==> src/rtl/pc_sequencer_pkg.sv <==
// Shared definitions for the program-counter sequencer: next-address select
// encoding and default parameter values.
package pc_sequencer_pkg;

  localparam int unsigned DEF_WIDTH      = 32;
  localparam int unsigned DEF_STEP       = 1;
  localparam int unsigned DEF_RAS_DEPTH  = 4;
  localparam int unsigned DEF_RESET_ADDR = 0;

  typedef enum logic [2:0] {
    SEL_HOLD  = 3'd0,
    SEL_REDIR = 3'd1,
    SEL_RET   = 3'd2,
    SEL_CALL  = 3'd3,
    SEL_BR    = 3'd4,
    SEL_SEQ   = 3'd5
  } nextSel_e;

endpackage

==> src/rtl/pc_ras.sv <==
// Circular return-address stack. Once full, a push silently overwrites the
// oldest entry. Push and pop together replace the top entry in place.
module pc_ras
  import pc_sequencer_pkg::*;
#(
  parameter int unsigned WIDTH = DEF_WIDTH,
  parameter int unsigned DEPTH = DEF_RAS_DEPTH
) (
  input  logic                     clk,
  input  logic                     rst_n,
  input  logic                     push_i,
  input  logic                     pop_i,
  input  logic [WIDTH-1:0]         push_data_i,
  output logic [WIDTH-1:0]         top_o,
  output logic                     empty_o,
  output logic [$clog2(DEPTH):0]   count_o,
  output logic                     overflow_o,
  output logic                     underflow_o
);

  localparam int unsigned PW = $clog2(DEPTH);
  localparam int unsigned CW = PW + 1;
  localparam logic [CW-1:0] FULL = CW'(DEPTH);

  logic [WIDTH-1:0] mem_q [DEPTH];
  logic [PW-1:0]    ptr_q, ptr_d, topIdx, wrIdx;
  logic [CW-1:0]    count_q, count_d;
  logic             overflow_q, overflow_d, underflow_q, underflow_d;
  logic             wrEn, empty;

  // ptr_q names the next free slot; the top lives one slot below it.
  assign topIdx = ptr_q - PW'(1);
  assign empty  = (count_q == '0);

  always_comb begin
    ptr_d       = ptr_q;
    count_d     = count_q;
    wrEn        = 1'b0;
    wrIdx       = ptr_q;
    overflow_d  = 1'b0;
    underflow_d = 1'b0;
    if (push_i && pop_i) begin
      wrEn = 1'b1;
      if (empty) begin
        underflow_d = 1'b1;
        ptr_d       = ptr_q + PW'(1);
        count_d     = CW'(1);
      end else begin
        wrIdx = topIdx;
      end
    end else if (push_i) begin
      wrEn  = 1'b1;
      ptr_d = ptr_q + PW'(1);
      if (count_q == FULL) begin
        overflow_d = 1'b1;
      end else begin
        count_d = count_q + CW'(1);
      end
    end else if (pop_i) begin
      if (empty) begin
        underflow_d = 1'b1;
      end else begin
        ptr_d   = topIdx;
        count_d = count_q - CW'(1);
      end
    end
  end

  // Entry storage is not reset; it is unreadable while the count is zero.
  always_ff @(posedge clk) begin
    if (wrEn) begin
      mem_q[wrIdx] <= push_data_i;
    end
  end

  always_ff @(posedge clk or negedge rst_n) begin
    if (!rst_n) begin
      ptr_q       <= '0;
      count_q     <= '0;
      overflow_q  <= 1'b0;
      underflow_q <= 1'b0;
    end else begin
      ptr_q       <= ptr_d;
      count_q     <= count_d;
      overflow_q  <= overflow_d;
      underflow_q <= underflow_d;
    end
  end

  assign top_o       = mem_q[topIdx];
  assign empty_o     = empty;
  assign count_o     = count_q;
  assign overflow_o  = overflow_q;
  assign underflow_o = underflow_q;

endmodule

==> src/rtl/pc_sequencer.sv <==
// Instruction-address sequencer with stall, redirect, return/call via a
// return-address stack, conditional branches and sequential stepping.
module pc_sequencer
  import pc_sequencer_pkg::*;
#(
  parameter int unsigned      WIDTH      = DEF_WIDTH,
  parameter int unsigned      STEP       = DEF_STEP,
  parameter int unsigned      RAS_DEPTH  = DEF_RAS_DEPTH,
  parameter logic [WIDTH-1:0] RESET_ADDR = WIDTH'(DEF_RESET_ADDR)
) (
  input  logic                       clk,
  input  logic                       rst_n,
  input  logic                       stall_i,
  input  logic                       redirect_i,
  input  logic [WIDTH-1:0]           redirect_addr_i,
  input  logic                       pl_i,
  input  logic                       jb_i,
  input  logic                       bc_i,
  input  logic                       n_i,
  input  logic                       z_i,
  input  logic                       call_i,
  input  logic                       ret_i,
  input  logic [WIDTH-1:0]           offset_i,
  output logic [WIDTH-1:0]           instr_addr_o,
  output logic [$clog2(RAS_DEPTH):0] ras_count_o,
  output logic                       ras_overflow_o,
  output logic                       ras_underflow_o
);

  localparam logic [WIDTH-1:0] STEP_W = WIDTH'(STEP);

  nextSel_e         sel;
  logic [WIDTH-1:0] instrAddr_q, instrAddr_d;
  logic [WIDTH-1:0] seqAddr, relAddr, rasTop;
  logic             rasEmpty, rasPush, rasPop, brTaken;

  // Two's-complement addition makes the offset behave as signed for free.
  assign seqAddr = instrAddr_q + STEP_W;
  assign relAddr = instrAddr_q + offset_i;
  assign brTaken = jb_i | (bc_i ? n_i : z_i);

  always_comb begin
    sel = SEL_SEQ;
    if (stall_i)         sel = SEL_HOLD;
    else if (redirect_i) sel = SEL_REDIR;
    else if (ret_i)      sel = SEL_RET;
    else if (call_i)     sel = SEL_CALL;
    else if (pl_i)       sel = SEL_BR;
  end

  always_comb begin
    instrAddr_d = seqAddr;
    case (sel)
      SEL_HOLD:  instrAddr_d = instrAddr_q;
      SEL_REDIR: instrAddr_d = redirect_addr_i;
      SEL_RET:   instrAddr_d = rasEmpty ? seqAddr : rasTop;
      SEL_CALL:  instrAddr_d = relAddr;
      SEL_BR:    instrAddr_d = brTaken ? relAddr : seqAddr;
      default:   instrAddr_d = seqAddr;
    endcase
  end

  // A call alongside a ret turns the pop into an in-place replace of the top.
  assign rasPush = call_i & ((sel == SEL_RET) | (sel == SEL_CALL));
  assign rasPop  = (sel == SEL_RET);

  always_ff @(posedge clk or negedge rst_n) begin
    if (!rst_n) begin
      instrAddr_q <= RESET_ADDR;
    end else begin
      instrAddr_q <= instrAddr_d;
    end
  end

  pc_ras #(
    .WIDTH (WIDTH),
    .DEPTH (RAS_DEPTH)
  ) u_ras (
    .clk         (clk),
    .rst_n       (rst_n),
    .push_i      (rasPush),
    .pop_i       (rasPop),
    .push_data_i (seqAddr),
    .top_o       (rasTop),
    .empty_o     (rasEmpty),
    .count_o     (ras_count_o),
    .overflow_o  (ras_overflow_o),
    .underflow_o (ras_underflow_o)
  );

  assign instr_addr_o = instrAddr_q;

endmodule

==> config.mk <==
export PLATFORM = sky130hd
export DESIGN_NAME = pc_sequencer
export DESIGN_NICKNAME = d
export VERILOG_FILES = /design/src/rtl/pc_sequencer_pkg.sv /design/src/rtl/pc_ras.sv /design/src/rtl/pc_sequencer.sv
export SDC_FILE = /design/constraint.sdc
export NUM_CORES = 1
export LEC_CHECK = 0
export ABC_AREA = 0
export CORE_ASPECT_RATIO = 0.7
export CORE_MARGIN = 4
export CORE_UTILIZATION = 38
export CTS_CLUSTER_DIAMETER = 80
export CTS_CLUSTER_SIZE = 24
export DETAILED_ROUTE_END_ITERATION = 10
export GPL_ROUTABILITY_DRIVEN = 1
export GPL_TIMING_DRIVEN = 0
export SLEW_MARGIN = 20
export SYNTH_ARGS = -nofsm -noshare
export SYNTH_HDL_FRONTEND = slang
export SYNTH_SLANG_ARGS = --single-unit
==> constraint.sdc <==
create_clock -name clk -period 4.7 [get_ports clk]
set_input_delay 0.94 -clock clk [delete_from_list [all_inputs] [get_ports clk]]
set_output_delay 0.94 -clock clk [all_outputs]
set_load 0.01 [all_outputs]
# --- Word level (Yosys, flattened, before mapping) ---
# Memory sizes are Yosys's and may differ from the RTL's.
# Cells that the tools add are included.
totals:
  regBits: 39
  ramBits: 128
  out_inout_bits: 37
  memories: 1
mem_list:
  columns: ["memory", "depth", "width", "read_ports", "rd_ports_with_merged_regs", "write_ports", "line_no", "rtl"]
  rows:
  - ["u_ras.mem_q", 4, 32, 1, 0, 1, "pc_ras.sv:25", "logic [WIDTH-1:0] mem_q [DEPTH];"]
op_classes:
  bitwise: 3
  eq_ne: 8
  n_reduce_logical: 6
  n_mux: 32
  n_addsub: 6
op_table:
  columns: ["cell", "n"]
  rows:
  - ["32-bit case mux with 5 select lines", 1]
  - ["32-bit 2-to-1 mux", 2]
  - ["32-bit by 1-bit adder with 32-bit output, second input constant", 1]
  - ["32-bit adder", 1]
  - ["3-bit 2-to-1 mux", 10]
  - ["1-bit 2-to-1 mux", 13]
  - ["2-bit 2-to-1 mux", 6]
  - ["3-bit by 2-bit == test with 1-bit output, second input constant", 2]
  - ["3-bit == test, second input constant", 2]
  - ["3-bit zero test", 2]
  - ["4-bit AND reduction", 1]
  - ["3-bit by 1-bit adder with 3-bit output, second input constant", 1]
  - ["3-bit by 1-bit == test with 1-bit output, second input constant", 1]
  - ["3-bit by 1-bit != test with 1-bit output, second input constant", 1]
  - ["3-bit != test, second input constant", 1]
  - ["3-bit nonzero test", 1]
  - ["3-bit by 1-bit subtractor with 3-bit output, second input constant", 1]
  - ["2-bit by 1-bit adder with 2-bit output, second input constant", 1]
  - ["2-bit != test, second input constant", 1]
  - ["1-bit OR", 2]
  - ["2-bit AND reduction", 1]
  - ["2-bit by 1-bit subtractor with 2-bit output, second input constant", 1]
  - ["1-bit AND", 1]
  - ["1-bit logical AND", 1]

# --- Depth between registers and ports, before layout ---
# Gate-level depths: netlist of the first run.
depth:
  word_depth: 12
  mapped_depth: 9
  depth_no_buf: 9

# --- Cells and area by module ---
# From an unflattened synthesis of the first run, not the netlist that was laid out.
unflattened:
  hier_cells: 779
  area_unflattened_um2: 9491.6
modules_own_cells:
  columns: ["mod", "n_inst", "cells_per_inst", "area_each_um2"]
  rows:
  - ["pc_ras", 1, 219, 5123.7]
  - ["pc_sequencer", 1, 560, 4367.9]

# --- Worst setup path before layout of the first run ---
# No wires, ideal clock.
synth_timing:
  path_type: "input -> register"
  startpoint: "input ret_i"
  endpoint: "memory u_ras.mem_q[1][0] (netlist name) (enable)"
  path_buffers: 1
  t_arrival_ns: 3.322
  setup_slack_ns: 0.947
  setup_time_ns: 0.432
  required_ns: 4.268
  stages: 4
  cell_sequence: "clkbuf_1 > nand2_1 > or3_1 > a21oi_1"
synth_via:
  elab_chain_cells: 10
  elab_cells_between_ends: 13
  cone_classes: "2 x eq/ne; 8 x mux; 2 x bitwise; 1 x reduce/logical"
synth_lines:
  columns: ["item", "line_no", "rtl"]
  rows:
  - ["start: declaration", "pc_sequencer.sv:22", "input logic ret_i,"]
  - ["3-bit 2-to-1 mux (*)", "pc_sequencer.sv:46", "else if (ret_i) sel = SEL_RET;"]
  - ["3-bit 2-to-1 mux (*)", "pc_sequencer.sv:45", "else if (redirect_i) sel = SEL_REDIR;"]
  - ["3-bit 2-to-1 mux (*)", "pc_sequencer.sv:44", "if (stall_i) sel = SEL_HOLD;"]
  - ["3-bit by 2-bit == test with 1-bit output, on equally long branches", "pc_sequencer.sv:64, pc_sequencer.sv:65", null]
  - ["1-bit OR", "pc_sequencer.sv:64", "assign rasPush = call_i & ((sel == SEL_RET) | (sel == SEL_CALL));"]
  - ["1-bit AND", "pc_sequencer.sv:64", null]
  - ["1-bit 2-to-1 mux or 1-bit logical AND (tied branches)", "pc_ras.sv:51, pc_ras.sv:42", null]
  - ["1-bit 2-to-1 mux", "pc_ras.sv:42", "if (push_i && pop_i) begin"]
  - ["1-bit 2-to-1 mux", "pc_ras.sv:71", "if (wrEn) begin"]
  - ["1-bit 2-to-1 mux (implied by the code)", "pc_ras.sv:72", "mem_q[wrIdx] <= push_data_i;"]
  - ["end: declaration", "pc_ras.sv:25", null]
# Mark *: on every way between the ends. The rest lies on a longest branch, timed or not.

# --- Worst setup path in the final report of the first run ---
layout_timing:
  startpoint: "input redirect_i"
  endpoint: "register instrAddr_q[18] (netlist: instr_addr_o[18])"
layout_via:
  elab_chain_cells: 4
  elab_cells_between_ends: 8
  cone_classes: "4 x eq/ne; 3 x mux; 1 x reduce/logical"
layout_lines:
  columns: ["item", "line_no", "rtl"]
  rows:
  - ["start: declaration", "pc_sequencer.sv:14", "input logic redirect_i,"]
  - ["3-bit 2-to-1 mux (*)", "pc_sequencer.sv:45", null]
  - ["3-bit 2-to-1 mux (*)", "pc_sequencer.sv:44", null]
  - ["3-bit == test, or another cell as far along", "pc_sequencer.sv:53", "case (sel)"]
  - ["32-bit case mux with 5 select lines", "pc_sequencer.sv:53", null]
  - ["end signal: assignment", "pc_sequencer.sv:71", "instrAddr_q <= instrAddr_d;"]
  - ["end: declaration", "pc_sequencer.sv:33", "logic [WIDTH-1:0] instrAddr_q, instrAddr_d;"]
# Marked as above.
# A chain may end at the register's enable or synchronous reset.

==> summary.md, run 1 <==
| Metric | Value |
|---|---|
| CP startpoint | redirect_i |
| Clock share of power | 25.1% |
| Worst R2R Start | u_ras.ptr_q[1] |
| Max-slew headroom | 31.8% |
| Nets | 1075 |
| Status | completed |
| Total Neg Setup Slack | 0 ns |
| Max Cap Violations | 0 |
| Placer Congestion | 0.960 |
| Drt initial violations | 962 |
| Worst Path Buf+Inv | 4 |
| Port Buf Inserts | 110 |
| Post-synthesis sequential area ratio | 49.9% |
| Sw Share | 37.3% |
| Crit Path Max Fanout | 11 |
| # hold bufs at CTS | 0 |
| Chip height | 141 um |
| Finish-stage setup viols | 0 |
| Clock Skew | 0.0161 ns |
| Post-CTS setup buffers | 0 |
| Worst Path Class, Setup | input port to flip-flop |
| Final cell count without fillers | 1304 |
| Final Max Slew Viols | 0 |
| Fin. Hold Viols | 0 |
| Leak pwr | 4.26 nW |
| Worst r2r path cells | 8 |
| CP Depth | 8 |
| Sw power | 2.09 mW |
| Placed insts | 1272 |
| Max frequency | 266 MHz |
| First-pass GRT wire length | 47000 um |
| Met1 wire length | 14900 um |
| PwrDens | 468 nW/um^2 |
| Uppermost routed layer | met4 |
| Fillcell total | 2248 |
| Yosys reg bits | 167 |
| Sequential share of power | 36.2% |
| Slew @ Worst Pin | 1.02 ns |
| Setup crit end kind | flip-flop |
| Row count | 48 |
| Starting Density | 38.9% |
| Worst path cell trace | clkdlybuf4s50_1 -> or3_1 -> clkbuf_1 -> a21oi_1 -> buf_2 -> buf_2 -> nand4_1 -> nand3_1 |
| Netlist Area Pre-Place | 9650 um^2 |
| R2R setup slack | 1.44 ns |
| Design Area, Final | 12000 um^2 |
| Vias per cell | 6.02 |
| Die width | 199 um |
| Detailed placer's ending HPWL | 23700 um |
| Clock-pin transition on the worst setup and hold timing paths | 0.07 ns |
| CTS max path bufs | 2 |
| Crit path to | instr_addr_o[18] |
| Share of cells above drive strength 1 | 12.6% |
| Vias in the first global route | 7383 |
| Post-synthesis cell type count | 81 |
| Cell internal pwr | 3.51 mW |
| Most used cell, CP | buf_2 |
| Worst r2r dst | u_ras.mem_q[1][23] |
| Worst Path Required | 5.06 ns |
| Max incr delay on CP | 0.82 ns |
| Net Count, Synth | 939 |
| Tot GR Track Use | 22.8% |
| Core area | 24800 um^2 |
| Resized Gates After CTS | 0 |
| Async SR Flop Fraction | 23.4% |
| Drt first pass iters | 5 |
| Final ANT Viol Nets | 0 |
| DP Worst Slack | 0.602 ns |
| Post-Synthesis Cells | 830 |
| Placed Area | 11400 um^2 |
| Area Growth Syn to Fin | 23.8% |
| Min-Delay Path Class | input port to asynchronous set/reset pin |
| Met3 wire len | 3740 um |
| Critical-path top delay cell | a21oi_1 |
| Routed wire length | 32200 um |
| Die ar. | 28100 um^2 |
| Worst setup margin | 0.945 ns |
| CTS buffer count | 17 |
| Gate power share | 38.7% |
| Syn. warnings | 0 |
| CTS tree | yes |
| Htree depth | 4 |
| Avg WL per Cell | 24.7 um |
| Synthesized area per cell | 11.6 um^2 |
| Largest net degree at the start of global routing | 40 |
| Grt total ovfl | 0 |
| Post-synth EDFFs | 128 |
| Clock sinks | 167 |
| CP top delay family | buffers and inverters |
| Tcrit/Tclk final | 79.9% |
| Met2 routed wirelength | 13000 um |
| Final core utilization | 48.2% |
| IO Count | 112 |
| Worst Path Arrival | 4.11 ns |
| Fin crit period | 3.75 ns |
| VDD IR max | 0.268 mV |
| Via count | 7850 |
| RSZ-0062 raised after global routing | false |
| DRC viols | 0 |
| Startpoint Class | input port |
| Clk Latency, worst-skew pair | 0.44 ns |
| Initial antenna violation count | 1 |
| Dominant synthesized flop cell | edfxtp_1 |
| Root Driver | clkbuf_16 |
==> routing by layer <==
layer / global-route usage (%) / up-vias
li1: - / 3513
met2: 30.8 / 422
met4: 5.90 / 0
met3: 5.60 / 39
met5: 0 / -
met1: 36.2 / 3876
==> how the worst min path moves through the flow <==
stage	startpoint	endpoint	slack [ns]	depth (start not counted)
floorplan	instr_addr_o[10]	instr_addr_o[10]	0.61	2
CTS	rst_n	instr_addr_o[1]	0.54	1
global placement	instr_addr_o[10]	instr_addr_o[10]	0.64	2
finish	rst_n	instr_addr_o[1]	0.52	1
global route	rst_n	instr_addr_o[1]	0.54	1
detailed placement	instr_addr_o[10]	instr_addr_o[10]	0.65	2
==> final cells by class <==
cell class	count	area, um^2	share of cell area, %
clock inverter	14	159	1.33
sequential	167	4820	40.3
antenna	1	2.50	0.0209
multi-input combinational	585	4540	37.9
inverter	27	101	0.848
clock buffer	17	425	3.56
timing repair buffer	117	1270	10.6
tap	325	407	3.40
buffer	51	234	1.96
==> cell families after synthesis <==
| family | count (synthesis) | share of synthesized area [%] |
|---|---|---|
| multiplexers | 36 | 7.91 |
| AO/OA/AOI/OAI | 229 | 16.4 |
| buffers and inverters | 78 | 3.47 |
| AND/OR/NAND/NOR | 228 | 12.3 |
| adder cells (fa/ha/maj) | 35 | 4.67 |
| flip-flops | 167 | 49.9 |
| XOR/XNOR | 57 | 5.41 |
==> cell usage in the layout (no fill, tap or decap), drive strengths merged, types with 10 or more instances in the layout <==
| cell type | synthesis | layout |
|---|---|---|
| edfxtp | 128 | 128 |
| clkdlybuf4s50 | 0 | 109 |
| nand2 | 65 | 65 |
| nor2 | 57 | 57 |
| a21oi | 55 | 55 |
| o21ai | 46 | 46 |
| clkbuf | 29 | 46 |
| dfrtp | 39 | 39 |
| xnor2 | 39 | 39 |
| inv | 27 | 34 |
| mux4 | 32 | 32 |
| ha | 32 | 32 |
| buf | 22 | 30 |
| nand3 | 29 | 29 |
| nand4 | 21 | 21 |
| xor2 | 18 | 18 |
| a222oi | 17 | 17 |
| a21o | 14 | 14 |
| nor3 | 13 | 13 |
| a22oi | 12 | 12 |
| a21boi | 12 | 12 |
| o211ai | 11 | 11 |
| or3 | 10 | 10 |
| a221oi | 10 | 10 |
==> synth_stat cells, types with 14 or more instances <==
master	count	area share, %
mux4_2	32	7.5
a21o_1	14	1.1
o21ai_0	42	2.2
nand2_1	65	2.5
clkbuf_1	28	1.1
a222oi_1	17	1.8
nand3_1	27	1.4
inv_1	27	1.0
xnor2_1	37	3.4
dfrtp_1	39	10
buf_2	18	0.93
edfxtp_1	128	40
ha_1	32	4.1
nand4_1	18	1.2
nor2_1	56	2.2
a21oi_1	55	2.9
xor2_1	17	1.5
==> flip-flops by register name, summed over array words and instances, names as in the netlist <==
name	flops
u_ras.underflow_o	1
u_ras.count_o	3
u_ras.overflow_o	1
u_ras.mem_q	128
u_ras.ptr_q	2
instr_addr_o	32
==> power groups by stage <==
stage	clock network, mW	logic (mW)	registers, mW
after global routing	1.48	2.33	2.05
after CTS	1.42	2.14	2.02
after global placement	0	2.07	2.06
final	1.41	2.16	2.03
after floorplan	0	1.36	2.02
after detailed placement	0	2.13	2.05
==> stage by stage <==
| step | power [mW] | hold slack, ns |
|---|---|---|
| after floorplan | 3.38 | 0.612 |
| after global placement | 4.13 | 0.635 |
| after detailed placement | 4.18 | 0.650 |
| after CTS | 5.59 | 0.541 |
| after global routing | 5.86 | 0.545 |
| final | 5.60 | 0.515 |
Note: power is estimated with default switching activity, not from simulation.
==> run 2: changes to the inputs <==
==> constraint.sdc (replaced) <==
create_clock -name clk -period 3.7 [get_ports clk]
set_input_delay 0.74 -clock clk [delete_from_list [all_inputs] [get_ports clk]]
set_output_delay 0.74 -clock clk [all_outputs]
set_load 0.01 [all_outputs]
==> results of run 2 <==
The final DEF is identical to that of run 1. Status: completed.
Among the figures that moved: setup slack after placement 0.602 ns -> -0.198 ns; setup slack after layout 0.945 ns -> 0.145 ns; hold slack 0.515 ns -> 0.315 ns; register-to-register setup slack 1.44 ns -> 0.44 ns; total power 5.60 mW -> 7.11 mW; worst IR drop on VDD 0.268 mV -> 0.340 mV
